**src/rtl/signed_calc_inv_v.sv**
```systemverilog
// signed_calc_inv_v: inverse solver for F = 6X - 11Y.
// Given F (9-bit signed) and X (5-bit signed) it recovers Y = (6X - F) / 11
// with a sequential restoring divide-by-11, one quotient bit per clock.
// The magnitude |6X - F| is divided and the sign is applied afterwards, so the
// quotient truncates toward zero.
// Optional build macro: SIGNED_CALC_INV_ROUND_EN -- when defined, the quotient
// is rounded half away from zero (final remainder >= 6 bumps the magnitude).
//
// Handshake: an operand pair is taken on a rising edge where i_valid && o_ready;
// a result is handed off on a rising edge where o_valid && i_ready. o_ready is
// high only in IDLE and o_valid only in DONE; the result is held stable for as
// long as i_ready stays low.
module signed_calc_inv_v (
    input  logic       i_clk,
    input  logic       i_rst_n,
    input  logic       i_valid,
    output logic       o_ready,
    input  logic [8:0] i_fs,
    input  logic [4:0] i_as,
    output logic       o_valid,
    input  logic       i_ready,
    output logic [4:0] o_bs,
    output logic       o_exact,
    output logic       o_range_err
);

    typedef enum logic [1:0] {
        IDLE = 2'd0,
        CALC = 2'd1,
        DONE = 2'd2
    } state_t;

    state_t     state_q, state_d;
    logic       sign_q, sign_d;     // sign of N = 6X - F
    logic [8:0] mag_q, mag_d;       // |N|, at most 351
    logic [4:0] rem_q, rem_d;       // partial remainder, always < 11 between steps
    logic [8:0] quo_q, quo_d;       // quotient magnitude, at most 31
    logic [3:0] cnt_q, cnt_d;       // index of the |N| bit consumed next
    logic [4:0] bs_q, bs_d;
    logic       exact_q, exact_d;
    logic       err_q, err_d;

    // Operand preprocessing: N = 6X - F in 10 bits cannot overflow (-351..346).
    logic [9:0] as_ext;
    logic [9:0] six_as;
    logic [9:0] n_val;
    logic [8:0] n_mag;

    // One restoring step and the result formatting for the last step.
    logic [5:0] trial;
    logic [5:0] diff;
    logic       q_bit;
    logic [4:0] step_rem;
    logic [8:0] step_quo;
    logic [8:0] q_fin;
    logic       fin_err;
    logic [4:0] fin_bs;

    // Datapath: form N, its magnitude, and one divide step from the current state.
    always_comb begin
        as_ext = {{5{i_as[4]}}, i_as};
        six_as = (as_ext << 2) + (as_ext << 1);
        n_val  = six_as - {i_fs[8], i_fs};
        // |N| fits in 9 bits, so negating the low 9 bits is enough.
        n_mag  = (n_val[8:0] ^ {9{n_val[9]}}) + {8'd0, n_val[9]};

        trial    = {rem_q, mag_q[cnt_q]};
        diff     = trial - 6'd11;
        // trial <= 21, so a borrow out of the 6-bit subtract means trial < 11.
        q_bit    = ~diff[5];
        step_rem = q_bit ? diff[4:0] : trial[4:0];
        step_quo = (quo_q << 1) | {8'd0, q_bit};

`ifdef SIGNED_CALC_INV_ROUND_EN
        // Round half away from zero on the magnitude; max becomes 32.
        q_fin = step_quo + {8'd0, (step_rem >= 5'd6)};
`else
        q_fin = step_quo;
`endif
        // Signed quotient must lie in -16..15: magnitude 16 is legal only when negative.
        fin_err = (q_fin > 9'd16) || ((q_fin == 9'd16) && !sign_q);
        // Only used when fin_err is clear, so the low 5 bits carry the full magnitude.
        fin_bs  = sign_q ? (5'd0 - q_fin[4:0]) : q_fin[4:0];
    end

    // Next-state and register-update logic for the IDLE/CALC/DONE controller.
    always_comb begin
        state_d = state_q;
        sign_d  = sign_q;
        mag_d   = mag_q;
        rem_d   = rem_q;
        quo_d   = quo_q;
        cnt_d   = cnt_q;
        bs_d    = bs_q;
        exact_d = exact_q;
        err_d   = err_q;

        case (state_q)
            IDLE: begin
                if (i_valid) begin
                    sign_d  = n_val[9];
                    mag_d   = n_mag;
                    rem_d   = 5'd0;
                    quo_d   = 9'd0;
                    cnt_d   = 4'd8;
                    state_d = CALC;
                end
            end
            CALC: begin
                rem_d = step_rem;
                quo_d = step_quo;
                if (cnt_q == 4'd0) begin
                    // Result registers load on the same edge that enters DONE.
                    bs_d    = fin_err ? 5'd0 : fin_bs;
                    exact_d = (step_rem == 5'd0);
                    err_d   = fin_err;
                    state_d = DONE;
                end else begin
                    cnt_d = cnt_q - 4'd1;
                end
            end
            DONE: begin
                if (i_ready) begin
                    state_d = IDLE;
                end
            end
            default: begin
                state_d = IDLE;
            end
        endcase
    end

    // State and datapath registers; reset drops any operation in flight.
    always_ff @(posedge i_clk or negedge i_rst_n) begin
        if (!i_rst_n) begin
            state_q <= IDLE;
            sign_q  <= 1'b0;
            mag_q   <= 9'd0;
            rem_q   <= 5'd0;
            quo_q   <= 9'd0;
            cnt_q   <= 4'd0;
            bs_q    <= 5'd0;
            exact_q <= 1'b0;
            err_q   <= 1'b0;
        end else begin
            state_q <= state_d;
            sign_q  <= sign_d;
            mag_q   <= mag_d;
            rem_q   <= rem_d;
            quo_q   <= quo_d;
            cnt_q   <= cnt_d;
            bs_q    <= bs_d;
            exact_q <= exact_d;
            err_q   <= err_d;
        end
    end

    // Handshake flags come straight from the state so they follow reset immediately.
    assign o_ready     = (state_q == IDLE);
    assign o_valid     = (state_q == DONE);
    assign o_bs        = bs_q;
    assign o_exact     = exact_q;
    assign o_range_err = err_q;

endmodule

```
**config.mk**
```make
export PLATFORM = sky130hd
export DESIGN_NAME = signed_calc_inv_v
export DESIGN_NICKNAME = d
export VERILOG_FILES = /design/src/rtl/signed_calc_inv_v.sv
export SDC_FILE = /design/constraint.sdc
export NUM_CORES = 1
export LEC_CHECK = 0
export CAP_MARGIN = 0
export CELL_PAD_IN_SITES_DETAIL_PLACEMENT = 0
export CELL_PAD_IN_SITES_GLOBAL_PLACEMENT = 1
export CORE_MARGIN = 2
export CORE_UTILIZATION = 47
export DETAILED_ROUTE_END_ITERATION = 10
export PLACE_DENSITY = 0.94
export RECOVER_POWER = 50
export SLEW_MARGIN = 40
export SYNTH_ARGS = -nofsm -noshare
export SYNTH_HDL_FRONTEND = slang
export SYNTH_SLANG_ARGS = --single-unit
```
**constraint.sdc**
```tcl
create_clock -name i_clk -period 6.45 [get_ports i_clk]
set_input_delay 1.935 -clock i_clk [delete_from_list [all_inputs] [get_ports i_clk]]
set_output_delay 1.935 -clock i_clk [all_outputs]
set_load 0.02 [all_outputs]
```
Yosys cells after proc, flatten, opt, wreduce, memory -nomap -nowiden --
Cells that the tools add are included.
Word-level totals: bits in registers 36, output and inout bits 9
Operators by class: muxes and demuxes 16, $add $sub $neg 6, order comparisons 2, equal/unequal tests 7, reduce and logical (&&, ||, !) cells 12, bitwise operators 3
Operators by type and width (number):
- $mux 5 | 4
- $pmux 8 s2 | 1
- $pmux 5 s2 | 1
- $sub 8x9->10 | 1
- $add 9x1->9 | 1
- $eq 9x5->1 const B | 1
- $gt 9x5->1 const B | 1
- $or 9x1->9 | 1
- $xor 9x9->9 | 1
- $add 7x6->8 | 1
- $mux 4 | 2
- $mux 8 | 1
- $pmux 4 s2 | 1
- $mux 2 | 3
- $ne 2x2->1 const B | 3
- $pmux 2 s3 | 1
- $reduce_and 2->1 | 3
- $reduce_and 3->1 | 2
- $sub 6x4->6 const B | 1
- $logic_not 5->1 | 1
- $lt 4x5->1 const B | 1
- $sub 1x5->5 const A | 1
- $bmux 1 s4 | 1
- $logic_not 4->1 | 1
- other kinds (11) | 11

Longest topological paths before layout --
Gate-level depths: netlist of run 1.
depth in word-level cells 9, mapped depth 16, mapped depth without buffers 16

Worst setup path before layout of run 1 --
No wires, ideal clock.
path type input port to flip-flop, start point input port i_fs[2], end point register mag_q[8], path slack 1.234 ns, data arrival time 5.147 ns, buffers on the path 0, setup time 0.069 ns, cell stages on the path 14, path through inv_1 fa_1 fa_1 a211oi_2 nor4_1 a31oi_2 nand2_2 clkinv_4 ha_1 nand2b_1 a2111oi_0 a22oi_1 or4_1 nand3_1
Between the ends: word-level cells in the longest chain between the ends 3
RTL lines:
- from (decl) | line 18 | input logic [8:0] i_fs,
- $sub 8x9->10 * | line 63 | n_val = six_as - {i_fs[8], i_fs};
- $xor 9x9->9 | line 65 | n_mag = (n_val[8:0] ^ {9{n_val[9]}}) + {8'd0, n_val[9]};
- $add 9x1->9 * | line 65
- to (signal assigned) | line 148 | mag_q <= mag_d;
- to (decl) | line 35 | logic [8:0] mag_q, mag_d;
Every way passes the cells marked *; elsewhere a longest branch is shown, timed or not. A chain may end at the register's enable or synchronous reset.

Worst setup path in the final report of run 1 --
Same ends and word-level chain as after synthesis.

==> reports/metrics.cfg, run 1 <==
[power_and_ir_drop]
switchingPower_mw=0.596
cellPowerDensity_mw_per_mm2=420
p_seq_share_pct=32.6
swShare_pct=44.2
p_clk_share_pct=12.8
vdd_drop_max_v=0.000211
pwr-share-comb_pct=54.6
p_int_mw=0.751
static-leakage-power_nw=1.43

[critical_path]
critPathSlowestCell=fa_1
worst_setup_path_start_kind=input port
cp.arrival_ns=5.97
r2r_end=o_bs[3]
max_stage_delay_ns=0.54
crit_chain=clkdlybuf4s50_1, inv_1, fa_1, fa_1, a211oi_2, nor4_1, a31oi_2, nand2_2, clkinv_4, ha_1, nand2b_1, a2111oi_0, a22oi_1, or4_1, nand3_1
path_max_fanout=8
critical_path_required_ns=6.66
end_kind=flop
reg2reg_depth=12
worstReg2RegStart=cnt_q[0]
worstSetupPathType=in2reg
cpMostUsedCell=fa_1
reg2reg_slack_ns=3.00

[floorplanning]
start_util_pct=48.2
num_rows=28
die_h_um=81.4
ios=27
dieArea_mm2=0.00663
die_w_um=81.4
coreArea_mm2=0.00585

[timing]
finClkSkew_ns=0.00562
fin_tns_setup_ns=0
final.period_utilization_pct=89.2
period_minus_slack_ns=5.76
grt_setup_unrepaired=false
maxSlewHeadroom_pct=-27.6
tightestPinTransition_ns=1.91
hold_ws_ns=0.479
final-setup-viol-count=0
slew_violations=37
fmax_ghz=0.174
hold_viol_final=0

[drt]
drtIter0Drc=146
post-route-drc-count=0
wl_per_cell_um=13.7
first_pass_iters=4
drt_wl_total_um=5850
num_vias=2389
viasPerCell=5.61
antenna_left=0

[clocking]
postCtsSetupBuffers=0
cts_tree=done
clockBufferDepth=2
clk_latency_ns=0.28
cts-buffers-inserted=5
cts_hold_buf=0
path_clk_slew_ns=0.07
numClockSinks=36
htree_levels=2
cts_resized=0
cts_root_buf=clkbuf_8

[min_path]
hold_end=o_bs[1]
hold_depth=2
hold_class=reg2reg
worstHoldStart=o_bs[1]

[layout]
syn_to_final_growth_pct=13.8
antenna_cells=0
layoutNonFillerInstCount=426
nNetsFinal=389
final.fill_count=547
layout-drive-gt1-share_pct=5.13

[synthesis]
seq_area_frac_synth_pct=32.0
syn-cell-area_mm2=0.00282
ys_ff_latch=36
synth_edf_count=0
synth_flop_cell=dfrtp_1
synthDistinctLibCells=65
ys_warn_count=0
async_flop_share_pct=100
synth_cells=329
syn_area_per_cell_um2=8.56
synth_nets=367

[placed_design]
gp_congestion=0.920
hpwl_um=4440
portBuffers=26
place_inst=419

[global_route]
grt_max_degree=37
grt_pass1_vias=2251
grt_first_pass_wirelength_um=10000
antenna_found_initial=0
overflow=0
track_usage_pct=19.2

[run_status]
outcome=finished with violations
violations=max-capacitance violations, max-slew violations

[run]
cap_viol_max_count=1

==> worst max-delay path by stage <==
| stage | start | endpoint | slack [ns] | depth (start not counted) |
|---|---|---|---|---|
| 2_1_floorplan | i_fs[2] | mag_q[8] | 1.23 | 14 |
| 3_3_place_gp | i_fs[2] | mag_q[8] | 0.60 | 15 |
| 3_5_place_dp | i_fs[2] | mag_q[8] | 0.44 | 15 |
| 5_1_grt | i_fs[2] | mag_q[8] | 0.45 | 15 |
| 4_1_cts | i_fs[2] | mag_q[8] | 0.74 | 15 |
| 6_report | i_fs[2] | mag_q[8] | 0.69 | 15 |
==> cell families after synthesis <==
logic type	count (synthesis)	synth area share, %
compound gates	90	22.3
buf+inv	40	6.13
flops	36	32.0
simple gates	117	19.9
fa+ha+maj	20	10.2
xor+xnor	18	6.08
mux	8	3.42
==> worst max-delay path: cells and delay by family <==
family                   cells  cell delay, ns
AO/OA/AOI/OAI                4            1.16
adder cells (fa/ha/maj)      3            1.23
buffers and inverters        3            0.62
AND/OR/NAND/NOR              5            1.00
==> cells in the mapped netlist (4+ instances only) <==
master | number | area share (%)
nand2b_1 | 6 | 1.3
nand2_1 | 40 | 5.3
ha_1 | 15 | 6.7
o211ai_1 | 4 | 1.1
xor2_1 | 6 | 1.9
o21ai_0 | 31 | 5.5
fa_1 | 5 | 3.6
mux2i_1 | 7 | 2.5
nor3_1 | 5 | 0.89
xnor2_1 | 11 | 3.4
nand3_1 | 17 | 3.0
dfrtp_1 | 36 | 32
a21oi_1 | 13 | 2.3
inv_1 | 26 | 3.5
a21o_1 | 6 | 1.6
nor2_1 | 23 | 3.1
clkbuf_1 | 8 | 1.1
==> sequential cells by signal (all words and copies together) (netlist names) <==
| register | count |
|---|---|
| mag_q | 9 |
| quo_q | 8 |
| o_bs | 5 |
| rem_q | 5 |
| cnt_q | 4 |
| state_q | 2 |
| o_exact | 1 |
| o_range_err | 1 |
| sign_q | 1 |
==> placed cells by master, fill, tap and decap left out, drive strengths merged, types with 2 or more instances in the layout <==
master,instances
a2111oi,2
a21bo,2
or3,3
nand3,17
nor2,23
nand2,41
xnor2,11
a21boi,3
o21ai,31
ha,15
a21oi,13
o311ai,2
clkbuf,8
nor3b,3
clkdlybuf4s50,23
fa,5
and3,2
dlygate4sd3,3
nor2b,3
inv,26
o211ai,4
nor3,5
or2,2
o31ai,2
a211oi,4
dfrtp,36
nand2b,6
or4,3
mux2i,7
nor4,3
xor2,6
and2,2
a31oi,4
a21o,6
==> power by group through the flow <==
| stage | logic [mW] | registers [mW] | clock network, mW |
|---|---|---|---|
| after floorplan | 0.611 | 0.406 | 0 |
| after global placement | 0.717 | 0.439 | 0 |
| after detailed placement | 0.744 | 0.442 | 0 |
| after CTS | 0.746 | 0.439 | 0.177 |
| after global routing | 0.831 | 0.455 | 0.185 |
| final | 0.735 | 0.440 | 0.172 |
==> layout make-up <==
class / count / area, um^2 / share of cell area [%]
Inverter: 27 / 106 / 3.32
Timing Repair Buffer: 28 / 272 / 8.47
Sequential cell: 36 / 901 / 28.1
Tap cell: 75 / 93.8 / 2.93
Clock buffer: 7 / 96.3 / 3.00
Multi-Input combinational cell: 253 / 1740 / 54.2
==> per-layer routing <==
layer	track usage [%]	vias up	routed length, um	part of all wire [%]
met3	2.42	5	133	2.3
met2	35.2	33	3000	51
met4	5.08	0	59	1.0
met5	0	-	0	0
met1	23.7	1141	2660	45
li1	-	1210	-	-
==> per-stage QoR <==
step	cell area (um^2)	utilization [%]	setup WS [ns]	power, mW
5_1_grt	3210	54.8	0.450	1.47
6_report	3210	54.8	0.693	1.35
4_1_cts	3220	55.0	0.735	1.36
3_5_place_dp	3120	53.3	0.436	1.19
3_3_place_gp	3120	53.3	0.600	1.16
2_1_floorplan	2820	-	1.23	1.02
(Power assumes the default switching activity.)
==> run 2, diff against run 1 <==
--- a/config.mk
+++ b/config.mk
@@ -6,12 +6,11 @@
 export NUM_CORES = 1
 export LEC_CHECK = 0
 export CAP_MARGIN = 0
-export CELL_PAD_IN_SITES_DETAIL_PLACEMENT = 0
-export CELL_PAD_IN_SITES_GLOBAL_PLACEMENT = 1
 export CORE_MARGIN = 2
-export CORE_UTILIZATION = 47
+export CORE_UTILIZATION = 58
+export CTS_CLUSTER_DIAMETER = 80
 export DETAILED_ROUTE_END_ITERATION = 10
-export PLACE_DENSITY = 0.94
+export PLACE_DENSITY = 0.9
 export RECOVER_POWER = 50
 export SLEW_MARGIN = 40
 export SYNTH_ARGS = -nofsm -noshare
==> constraint.sdc (replaced) <==
create_clock -name i_clk -period 6.05 [get_ports i_clk]
set_input_delay 1.815 -clock i_clk [delete_from_list [all_inputs] [get_ports i_clk]]
set_output_delay 1.815 -clock i_clk [all_outputs]
set_load 0.02 [all_outputs]
==> run 2 against run 1 <==
The flow still finishes with violations (max-capacitance violations, max-slew violations). Worst hold slack got worse by 0.0033 ns. Non-clock buffer count is 1 lower. Worst setup slack worse by 0.21 ns. Via count grew 2.1%. Count of clock-buffer cells in the layout down 1. Combinational power grew 7.3%. Critical path depth unchanged. Clock power rose by 2%. First-iteration DRC count is 26% higher. Flip-flop and latch count is the same. Total power increased by 6.4%. Sequential power rose by 6.4%. Largest cell class unchanged. Highest routed layer unchanged.
==> reports/metrics.cfg, run 2 (synthesized netlist as in run 1, its figures left out) <==
[global_route]
grt_first_pass_wirelength_um=10000  ; about the same
antenna_found_initial=0  ; unchanged
grt_max_degree=37  ; unchanged
overflow=0  ; unchanged
track_usage_pct=23.4  ; +4.2 points
grt_pass1_vias=2322  ; +3.2%

[placed_design]
gp_congestion=0.892  ; -3.0%
place_area_mm2=0.00309  ; -1.1%
portBuffers=26  ; unchanged
hpwl_um=4360  ; -1.7%

[floorplanning]
num_rows=25  ; -11%
dieArea_mm2=0.00543  ; -18%
start_util_pct=60.1  ; +12 points
die_h_um=73.7  ; -9.5%
die_w_um=73.7  ; -9.5%
ios=27  ; unchanged
coreArea_mm2=0.00469  ; -20%

[timing]
hold_viol_final=0  ; unchanged
finClkSkew_ns=0.00959  ; +0.00397 ns
fmax_ghz=0.180
maxSlewHeadroom_pct=-27.8  ; -0.24 points
final-setup-viol-count=0  ; unchanged
period_minus_slack_ns=5.57
slew_violations=37  ; unchanged
tightestPinTransition_ns=1.92  ; +0.00355 ns
final.period_utilization_pct=92.0
grt_setup_unrepaired=false
fin_tns_setup_ns=0  ; unchanged

[clocking]
clockBufferDepth=2  ; unchanged
numClockSinks=36  ; unchanged
clk_latency_ns=0.30  ; +0.02 ns
cts_hold_buf=0  ; unchanged
cts-buffers-inserted=5  ; unchanged
cts_tree=done
cts_root_buf=clkbuf_8
postCtsSetupBuffers=0  ; unchanged
htree_levels=2  ; unchanged
cts_resized=0  ; unchanged
path_clk_slew_ns=0.07  ; about the same

[drt]
num_vias=2438  ; +2.1%
viasPerCell=6.02  ; +7.3%
post-route-drc-count=0  ; unchanged
drt_wl_total_um=5800  ; -0.89%
wl_per_cell_um=14.3  ; +4.3%
antenna_left=0  ; unchanged
first_pass_iters=5  ; +1
drtIter0Drc=184  ; +26%

[layout]
largest_register=mag_q
fin_area_mm2=0.00318  ; -0.94%
antenna_cells=0  ; unchanged
final_common_cell=nand2_1
fin_util_pct=67.7  ; +13 points
syn_to_final_growth_pct=12.7
nNetsFinal=388  ; -0.26%
largest_reg_flops=9  ; unchanged
mostFrequentLayoutCells=40 x nand2_1, 36 x dfrtp_1, 31 x o21ai_0, 26 x inv_1
top_regs=mag_q: 9 flops, quo_q: 8 flops
layout-drive-gt1-share_pct=5.41  ; +0.28 points

[power_and_ir_drop]
p_seq_share_pct=32.7  ; about the same
vdd_drop_max_v=0.000173  ; -18%
pwr-share-comb_pct=55.0  ; +0.4 points
cellPowerDensity_mw_per_mm2=451  ; +7.4%
p_clk_share_pct=12.3  ; -0.5 points
finalPower_mw=1.43  ; +6.4%
swShare_pct=45.2  ; +0.97 points
static-leakage-power_nw=1.43  ; about the same
p_int_mw=0.786  ; +4.6%
switchingPower_mw=0.648  ; +8.7%

[min_path]
hold_class=reg2reg
hold_depth=2  ; unchanged

[critical_path]
reg2reg_depth=11  ; -1
worst_setup_path_start_kind=input port
cp.arrival_ns=5.80  ; -0.17 ns
worstSetupPathType=in2reg
path_max_fanout=8  ; unchanged
critical_path_required_ns=6.29  ; -0.37 ns
end_kind=flop

[run]
cap_viol_max_count=1  ; unchanged

[run_status]
violations=max-capacitance violations, max-slew violations
outcome=finished with violations

run 2: cell count changes in the layout (fill, tap and decap cells not counted):
cell / previous run / this run
and2_0: 0 / 1
and2_1: 2 / 1
buf_4: 1 / 0
clkbuf_8: 7 / 6
clkinv_2: 0 / 2
xnor2_1: 11 / 10
xnor2_2: 0 / 1
run 2: area by class of cell:
cell class | instances | area (um^2)
clock buffers | 6 | 82.6
clock inverters | 2 | 10.0
fillers | 386 | 1520
inverters | 27 | 106
multi-input cells | 253 | 1750
flip-flops and latches | 36 | 901
well taps | 54 | 67.6
repair buffers | 27 | 264
run 2: through the flow:
step | cells | hold slack [ns] | setup slack (ns)
2_1_floorplan | 329 | 0.440 | 0.954
3_3_place_gp | 397 | 0.455 | 0.337
3_5_place_dp | 397 | 0.467 | 0.205
4_1_cts | 405 | 0.483 | 0.516
5_1_grt | 405 | 0.491 | 0.310
6_report | 405 | 0.476 | 0.482
run 2: power by group through the flow:
stage	logic (mW)	registers [mW]	clock network, mW
floorplan	0.652	0.433	0
global route	0.885	0.486	0.192
finish	0.789	0.468	0.176
CTS	0.786	0.466	0.179
global placement	0.742	0.464	0
detailed placement	0.779	0.469	0
run 2: worst paths after layout:
check / start / endpoint / slack [ns]
min in group asynchronous: i_rst_n / state_q[0] / 2.58
worst max-delay path: i_fs[2] / mag_q[8] / 0.48
worst min-delay path: o_bs[0] / o_bs[0] / 0.48
worst max register to register: cnt_q[0] / o_bs[3] / 2.37
worst min register to register: o_bs[0] / o_bs[0] / 0.48
max in group asynchronous: i_rst_n / mag_q[6] / 2.36
run 2: layer usage:
metal  GRT usage [%]  up-vias  routed length (um)
li1                -     1208                   -
met1            27.7     1152                2540
met2            39.8       66                2930
met3            5.21       12                 220
met4            11.7        0                 112
met5               0        -                   0
run 2: critical path, stage by stage:
cell and delay, ns:
clkdlybuf4s50_1 0.45, inv_1 0.05, fa_1 0.53, fa_1 0.48
a211oi_2 0.40, nor4_1 0.11, a31oi_2 0.22, nand2_2 0.19
clkinv_4 0.12, ha_1 0.20, nand2b_1 0.11, a2111oi_0 0.41
a22oi_1 0.14, or4_1 0.49, nand3_1 0.09
==> run 3, diff against run 2 <==
--- a/config.mk
+++ b/config.mk
@@ -7,10 +7,10 @@
 export LEC_CHECK = 0
 export CAP_MARGIN = 0
 export CORE_MARGIN = 2
-export CORE_UTILIZATION = 58
-export CTS_CLUSTER_DIAMETER = 80
+export CORE_UTILIZATION = 60
 export DETAILED_ROUTE_END_ITERATION = 10
-export PLACE_DENSITY = 0.9
+export GPL_ROUTABILITY_DRIVEN = 0
+export PLACE_DENSITY = 0.92
 export RECOVER_POWER = 50
 export SLEW_MARGIN = 40
 export SYNTH_ARGS = -nofsm -noshare
==> constraint.sdc (replaced) <==
create_clock -name i_clk -period 7.1 [get_ports i_clk]
set_input_delay 2.13 -clock i_clk [delete_from_list [all_inputs] [get_ports i_clk]]
set_output_delay 2.13 -clock i_clk [all_outputs]
set_load 0.02 [all_outputs]
==> run 3 against run 2 <==
The run still ends with max-capacitance violations, max-slew violations left. Global-route usage fell by 0.14 points. Routed wire length fell by 1.6%. Total power fell by 8.2%. Design area rose by 1.9%. Sequential share of layout area down 0.53 points. Worst setup slack improved by 0.65 ns. Clock skew shrank 0.0013 ns.
==> reports/metrics.cfg, run 3 (synthesized netlist as in run 1, its figures left out) <==
[run_status]
outcome=finished with violations
violations=max-capacitance violations, max-slew violations

[timing]
final.period_utilization_pct=84.0
fin_tns_setup_ns=0  ; unchanged
tightestPinTransition_ns=1.90  ; -0.0188 ns
finClkSkew_ns=0.00834  ; -0.00125 ns
final-setup-viol-count=0  ; unchanged
grt_setup_unrepaired=false
maxSlewHeadroom_pct=-26.6  ; +1.3 points
hold_viol_final=0  ; unchanged
fmax_ghz=0.168
slew_violations=37  ; unchanged
period_minus_slack_ns=5.96

[drt]
drt_wl_total_um=5710  ; -1.6%
wl_met1_um=2440  ; -3.7%
wl_per_cell_um=14.1  ; -1.3%
antenna_left=0  ; unchanged
drtIter0Drc=167  ; -9.2%
viasPerCell=6.06  ; +0.62%
top_layer=met4
first_pass_iters=4  ; -1
post-route-drc-count=0  ; unchanged
met3_length_um=232  ; +5.5%
num_vias=2447  ; +0.37%
met2WireLength_um=2920  ; -0.27%

[global_route]
grt_first_pass_wirelength_um=9680  ; -3.5%
track_usage_pct=23.3  ; -0.14 points
overflow=0  ; unchanged
antenna_found_initial=0  ; unchanged
grt_max_degree=37  ; unchanged
grt_pass1_vias=2294  ; -1.2%

[power_and_ir_drop]
vdd_drop_max_v=0.000189  ; +9.3%
finalPower_mw=1.32  ; -8.2%
static-leakage-power_nw=1.45  ; +1.6%
cellPowerDensity_mw_per_mm2=407  ; -9.9%

[critical_path]
end_kind=flop
critical_path_required_ns=7.33  ; +1.04 ns
critPathSlowestCell=fa_1
worst_setup_path_start_kind=input port
max_stage_delay_ns=0.53  ; about the same
path_max_fanout=8  ; unchanged
worstSetupPathType=in2reg
cp.arrival_ns=6.20  ; +0.40 ns
crit_chain=clkdlybuf4s50_1, inv_1, fa_1, fa_1, a211oi_2, nor4_1, a31oi_2, nand2_2, clkinv_4, ha_1, nand2b_1, a2111oi_0, a22oi_1, or4_1, nand3_1
cpMostUsedCell=fa_1

[layout]
antenna_cells=0  ; unchanged
layoutNonFillerInstCount=404  ; -0.25%
final.fill_count=326  ; -16%
largest_reg_flops=9  ; unchanged
fin_util_pct=72.8  ; +5.1 points
nNetsFinal=389  ; +0.26%
syn_to_final_growth_pct=14.9
layout-drive-gt1-share_pct=5.11  ; -0.30 points
regArea_um2=901  ; unchanged
top_regs=mag_q: 9 flops, quo_q: 8 flops
multi_input_area_mm2=0.00174  ; -0.43%
final_common_cell=nand2_1
fin_area_mm2=0.00324  ; +1.9%
largest_register=mag_q
mostFrequentLayoutCells=40 x nand2_1, 36 x dfrtp_1, 31 x o21ai_0, 26 x inv_1, 24 x clkdlybuf4s50_1

[clocking]
cts_resized=0  ; unchanged
clockBufferDepth=2  ; unchanged
clk_latency_ns=0.30  ; about the same
cts-buffers-inserted=5  ; unchanged
cts_hold_buf=0  ; unchanged
cts_tree=done
cts_root_buf=clkbuf_8
htree_levels=2  ; unchanged
path_clk_slew_ns=0.08  ; about the same
numClockSinks=36  ; unchanged
postCtsSetupBuffers=0  ; unchanged

[placed_design]
portBuffers=26  ; unchanged
place_inst=396  ; -0.25%
place_area_mm2=0.00309  ; +0.16%
hpwl_um=4240  ; -2.7%

[floorplanning]
die_w_um=72.5  ; -1.6%
start_util_pct=63.4  ; +3.3 points
num_rows=24  ; -4.0%
coreArea_mm2=0.00444  ; -5.3%
dieArea_mm2=0.00526  ; -3.1%
ios=27  ; unchanged
die_h_um=72.5  ; -1.6%

[min_path]
hold_class=reg2reg

[run]
cap_viol_max_count=1  ; unchanged

[run 3: worst max-delay path: cells and delay by family]
kind / cells / cell delay [ns]
adder cells (fa/ha/maj): 3 / 1.22
AO/OA/AOI/OAI: 4 / 1.21
AND/OR/NAND/NOR: 5 / 0.99
buffers and inverters: 3 / 0.62
[run 3: layout make-up]
cell class / instances / share of cell area (%)
clock buffer: 5 / 2.13
clock inverter: 3 / 2.78
inverter: 27 / 3.29
multi-input combinational: 253 / 53.7
sequential: 36 / 27.8
tap: 52 / 2.01
timing repair buffer: 28 / 8.27
[run 3: power breakdown]
group          internal [mW]  switching [mW]
clock network          0.176          0.0770
registers              0.297           0.104
logic                  0.294           0.369
total                  0.767           0.549
[run 3: metal layers]
metal / global-route usage (%) / vias to the layer above
met4: 9.47 / 0
met3: 3.47 / 11
li1: - / 1215
met2: 42.5 / 76
met1: 27.1 / 1145
met5: 0 / -
[run 3: worst paths after layout]
kind / startpoint / end / slack, ns / depth (start not counted)
worst max-delay path: i_fs[2] / mag_q[8] / 1.14 / 15
worst min-delay path: o_bs[2] / o_bs[2] / 0.48 / 2
worst max register to register: cnt_q[0] / o_bs[3] / 3.32 / 12
worst min register to register: o_bs[2] / o_bs[2] / 0.48 / 2
max in group asynchronous: i_rst_n / mag_q[4] / 3.12 / 2
min in group asynchronous: i_rst_n / o_bs[1] / 2.89 / 2
[run 3: through the flow]
stage                     setup WS (ns)  hold WS [ns]
after floorplan                    1.69         0.440
after global placement             1.07         0.462
after detailed placement          0.865         0.464
after CTS                          1.17         0.486
after global routing              0.862         0.513
final                              1.14         0.478
